### src/rtl/dffs_pipe_pkg.sv
// Shared constants and helpers for the elastic pipeline register chain.
package dffs_pipe_pkg;

    localparam int unsigned MAX_DEPTH = 16;
    localparam int unsigned CNT_W     = 5;

    // Number of set bits in a MAX_DEPTH-wide valid vector.
    function automatic logic [CNT_W-1:0] count_ones(input logic [MAX_DEPTH-1:0] bits);
        logic [CNT_W-1:0] n;
        n = '0;
        for (int unsigned i = 0; i < MAX_DEPTH; i++) begin
            n = n + CNT_W'(bits[i]);
        end
        return n;
    endfunction

endpackage

### src/rtl/dffs_pipe_stage.sv
// One elastic register stage: valid flag plus data, loading whenever downstream has room.
module dffs_pipe_stage
    import dffs_pipe_pkg::*;
#(
    parameter int unsigned     DW  = 32,
    parameter logic [DW-1:0]   RDT = '0
) (
    input  logic          clk,
    input  logic          rst_n,
    input  logic          clr,
    input  logic          up_valid,
    input  logic [DW-1:0] up_data,
    input  logic          dn_ready,
    output logic          valid,
    output logic [DW-1:0] data,
    output logic          rdy
);

    // Stage can take new contents when empty or when its contents move on this cycle.
    assign rdy = !valid | dn_ready;

    // Valid follows upstream when ready; clr empties the stage without touching data.
    always_ff @(posedge clk) begin
        if (!rst_n) begin
            valid <= 1'b0;
        end else if (clr) begin
            valid <= 1'b0;
        end else if (rdy) begin
            valid <= up_valid;
        end
    end

    // Data loads only for a real upstream datum so bubbles leave the old value in place.
    always_ff @(posedge clk) begin
        if (!rst_n) begin
            data <= RDT;
        end else if (rdy && up_valid) begin
            data <= up_data;
        end
    end

endmodule

### src/rtl/dffs_pipe.sv
// Parametrised elastic pipeline: DEPTH valid/ready stages with bubble collapsing and flush.
module dffs_pipe
    import dffs_pipe_pkg::*;
#(
    parameter int unsigned   DW       = 32,
    parameter int unsigned   DEPTH    = 2,
    parameter logic [DW-1:0] RDT      = '0,
    parameter bit            FLUSH_EN = 1'b1
) (
    input  logic                       clk,
    input  logic                       rst_n,
    input  logic                       flush,
    input  logic                       i_valid,
    output logic                       i_ready,
    input  logic [DW-1:0]              i_data,
    output logic                       o_valid,
    input  logic                       o_ready,
    output logic [DW-1:0]              o_data,
    output logic [$clog2(DEPTH+1)-1:0] occupancy
);

    localparam int unsigned OCC_W = $clog2(DEPTH + 1);

    logic [DEPTH:0]   rdy_chain;
    logic [DEPTH-1:0] v;
    logic [DW-1:0]    d [DEPTH];
    logic             flush_act;
    logic             in_acc;

    // Flush is a no-op in builds that do not honour it.
    assign flush_act = flush & FLUSH_EN;

    // Downstream readiness enters at the output end of the chain.
    assign rdy_chain[DEPTH] = o_ready;

    // Input is refused during flush so nothing new survives the clear.
    assign i_ready = rdy_chain[0] & !flush_act;
    assign in_acc  = i_valid & i_ready;

    for (genvar k = 0; k < DEPTH; k++) begin : g_stage
        logic          up_v;
        logic [DW-1:0] up_d;

        // Stage 0 is fed by the accepted input, others by their predecessor.
        if (k == 0) begin : g_head
            assign up_v = in_acc;
            assign up_d = i_data;
        end else begin : g_body
            assign up_v = v[k-1];
            assign up_d = d[k-1];
        end

        dffs_pipe_stage #(
            .DW  (DW),
            .RDT (RDT)
        ) u_stage (
            .clk      (clk),
            .rst_n    (rst_n),
            .clr      (flush_act),
            .up_valid (up_v),
            .up_data  (up_d),
            .dn_ready (rdy_chain[k+1]),
            .valid    (v[k]),
            .data     (d[k]),
            .rdy      (rdy_chain[k])
        );
    end

    assign o_valid = v[DEPTH-1];
    assign o_data  = d[DEPTH-1];

    // Occupancy is the popcount of the registered stage valids.
    assign occupancy = OCC_W'(count_ones(MAX_DEPTH'(v)));

endmodule

### config.mk
export PLATFORM = sky130hd
export DESIGN_NAME = dffs_pipe
export DESIGN_NICKNAME = d
export VERILOG_FILES = /design/src/rtl/dffs_pipe_pkg.sv /design/src/rtl/dffs_pipe_stage.sv /design/src/rtl/dffs_pipe.sv
export SDC_FILE = /design/constraint.sdc
export NUM_CORES = 1
export LEC_CHECK = 0
export CAP_MARGIN = 30
export CORE_MARGIN = 5
export CORE_UTILIZATION = 43
export CTS_CLUSTER_SIZE = 8
export DETAILED_ROUTE_END_ITERATION = 8
export HOLD_SLACK_MARGIN = 0.12
export PLACE_DENSITY = 0.82
export SYNTH_ARGS = -nofsm -noshare
export SYNTH_HDL_FRONTEND = slang
export SYNTH_SLANG_ARGS = --single-unit
### constraint.sdc
create_clock -name clk -period 1.2 [get_ports clk]
set_input_delay 0.12 -clock clk [delete_from_list [all_inputs] [get_ports clk]]
set_output_delay 0.12 -clock clk [all_outputs]
set_load 0.02 [all_outputs]
==> impl_metrics.tcl <==
set metrics [dict create \
    p_int_mw 3.376 \
    htreeDepth 3 \
    rsz0062_at_grt "yes" \
    drt-vias-per-instance 5.217 \
    drive_gt1_share_pct 22.08 \
    criticalPathCategory "reg -> reg" \
    post-place-ws_ps -416.7 \
    port_buffers 72 \
    root_buffer "clkbuf_8" \
    finalSetupViolCount 67 \
    synthArstFlopShare_pct 0 \
    synthDominantCellAreaShare_pct 50.36 \
    combPwrFrac_pct 11.7 \
    synth_area_leaders "dfxtp_1 (50%), mux2i_1 (12%), nand2_1 (9.2%)" \
    core_um2 5921 \
    drv_cap 0 \
    postCtsHoldBufs 0 \
    synth_common_cells "dfxtp_1 (66), nand2_1 (64), a21oi_1 (35), mux2i_1 (32), nand3_1 (32)" \
    vias 2400 \
    synth_top_cell_by_area "dfxtp_1" \
    drc 0 \
    arrival_ps 1540 \
    cts_tree "done" \
    antenna_left 0 \
    synth_cells 298 \
    power_mw 4.456 \
    clk_pin_slew_worst_paths_ps 70 \
    violations "negative setup slack" \
    fin_ws_ps -121.8 \
    start_kind "flop" \
    slowest_stage "dfxtp_2" \
    syn_nets 336 \
    area_growth_syn_to_layout_pct 50.93 \
    start_util_pct 44.32 \
    path_max_fanout 33 \
    routedWlPerCell_um 15.77 \
    clkLatencyLatePin_ps 340 \
    worst_slew_pin_slew_ps 350.6 \
    place_area_um2 3421 \
    syn_area_um2 2624 \
    yosysSeqAreaShare_pct 50.36 \
    multi_input_comb_area_um2 1289 \
    pwr-share-seq_pct 51.6 \
    final_nets 419 \
    fmax_mhz 756.6 \
    grt-ovfl-total 0 \
    cts_sinks 66 \
    routabilityCongestion 0.8175 \
    groute.usage.overall_pct 17.60 \
    hold_viol_final 0 \
    clockBufferDepth 2 \
    cts_inserted_buffers 9 \
    hold_depth 4 \
    r2r-end "g_stage[1].u_stage.data[14]$_SDFFE_PN0P_" \
    post-dp-hpwl_um 4272 \
    n_antenna_cell 0 \
    firstDrtPassIters 4 \
    stdcell_count 460 \
    fin_skew_ps 6.401 \
    path_cells "buf_4, inv_4, o21ai_0, a21oi_2" \
    p_leak_nw 1.584 \
    synth_edf_count 0 \
    synth_cell_type_count 20 \
    whs_endpoint "g_stage[1].u_stage.data[24]$_SDFFE_PN0P_" \
    drt_iter0_drc 107 \
    fin_crit_ps 1322 \
    r2r_start "g_stage[0].u_stage.valid$_SDFFE_PP0P_" \
    maxSlewHeadroom_pct 76.63 \
    clkPwrFrac_pct 36.7 \
    r2r_cells 4 \
    grt_pass1_wl_um 10390 \
    status "complete, but fails checks" \
    fill_cells 490 \
    grt_pass1_vias 2199 \
    min_from "rst_n" \
    ys_seq_elements 66 \
    die_h_um 88.12 \
    power.switching_mw 1.080 \
    hold_class "in -> reg" \
    cpPeakStageDelay_ps 360 \
    ir_worst_vdd_v 0.0005710 \
    final-seq-area_um2 1324 \
    rows 28 \
    p_sw_share_pct 24.23 \
    grt_start_max_net_pins 37 \
    dp_cells 431 \
    dieWidth_um 88.12 \
    design_area_um2 3960 \
    yosysWarningCount 0 \
    slew_viol_final 0 \
    dieArea_um2 7764 \
    period_share_pct 110.1 \
    routed_wl_um 7254 \
    yosysMostFrequentCell "dfxtp_1" \
    rrSetupSlack_ps -120 \
    io_pins 73 \
    antenna_found_initial 0 \
    endpoint_kind "flop" \
    critPathRequiredTime_ps 1420 \
    post_synth.cell_area_avg_um2 8.805 \
    power_density_nw_per_um2 1125 \
    synth_ff_type "dfxtp_1" \
]
cell families after synthesis:
family	after synthesis	share of synthesized area [%]
AND/OR/NAND/NOR	101	16.69
AO/OA/AOI/OAI	68	13.40
flip-flops	66	50.36
multiplexers	32	12.21
buffers and inverters	30	6.867
adder cells (fa/ha/maj)	1	0.4768
registers in the layout (all words and copies together), names as in the netlist:
register and cells:
g_stage.u_stage.data 64, g_stage.u_stage.valid 2
critical path: cells and delay by family, from the launching register on:
family                 cells  cell delay (ps)
AO/OA/AOI/OAI              2              390
buffers and inverters      2              440
flip-flops                 1              360
layer usage:
layer  track usage (%)  share of wire (%)  vias to the layer above
li1                  -                  -                     1180
met3             5.362                6.5                       14
met1             22.08                 42                     1134
met2             28.42                 50                       72
met5                 0                  0                        -
met4             6.868                1.3                        0
stage by stage:
step | setup TNS, ps | hold WS (ps) | utilization (%)
after CTS | -4308 | 202.9 | 62.19
final | -3525 | 220.4 | 66.88
after floorplan | -2089 | 237.4 | -
after global placement | -15890 | 442.4 | 57.78
after global routing | -6775 | 248.3 | 66.88
after detailed placement | -16940 | 447.7 | 57.78
worst max-delay path by stage:
stage	startpoint	end	slack (ps)	cells past startpoint
floorplan	g_stage[1].u_stage.valid$_SDFFE_PP0P_	g_stage[0].u_stage.data[0]$_SDFFE_PN0P_	-70	5
global placement	o_ready	i_ready	-430	4
detailed placement	o_ready	i_ready	-420	4
CTS	g_stage[1].u_stage.valid$_SDFFE_PP0P_	occupancy[0]	-140	3
global route	g_stage[0].u_stage.valid$_SDFFE_PP0P_	g_stage[1].u_stage.data[14]$_SDFFE_PN0P_	-200	4
finish	g_stage[0].u_stage.valid$_SDFFE_PP0P_	g_stage[1].u_stage.data[14]$_SDFFE_PN0P_	-120	4
power by group through the flow:
stage | logic (mW) | registers (mW) | clock network [mW]
after floorplan | 0.227 | 2.35 | 0
after global placement | 0.438 | 2.34 | 0
after detailed placement | 0.446 | 2.34 | 0
after CTS | 0.489 | 2.29 | 1.66
after global routing | 0.555 | 2.31 | 1.78
final | 0.519 | 2.30 | 1.64
final cells by class:
type / count / area share [%]
multi-input combinational: 202 / 32.54
clock inverter: 3 / 0.3791
inverter: 2 / 0.2528
timing repair buffer: 100 / 27.11
tap: 75 / 2.370
clock buffer: 12 / 3.918
sequential: 66 / 33.43
cell usage in the layout (no fill, tap or decap), drive strengths merged:
master | synthesis | final
a21oi | 36 | 36
buf | 18 | 29
clkbuf | 10 | 16
clkdlybuf4s15 | 0 | 3
clkdlybuf4s50 | 0 | 35
clkinv | 0 | 3
dfxtp | 66 | 66
dlygate4sd2 | 0 | 29
ha | 1 | 1
inv | 2 | 2
mux2i | 32 | 32
nand2 | 64 | 64
nand2b | 2 | 2
nand3 | 32 | 32
nor2 | 1 | 1
nor2b | 1 | 1
o21ai | 32 | 32
or2b | 1 | 1
repair_timing:
action | CTS | global route
resized for setup | 61 | 60
cloned | 2 | 5
setup endpoints to repair | 100 | 72
setup buffers | 8 | 3
pin swaps | 1 | 7
Power figures use the tool's default switching activity.
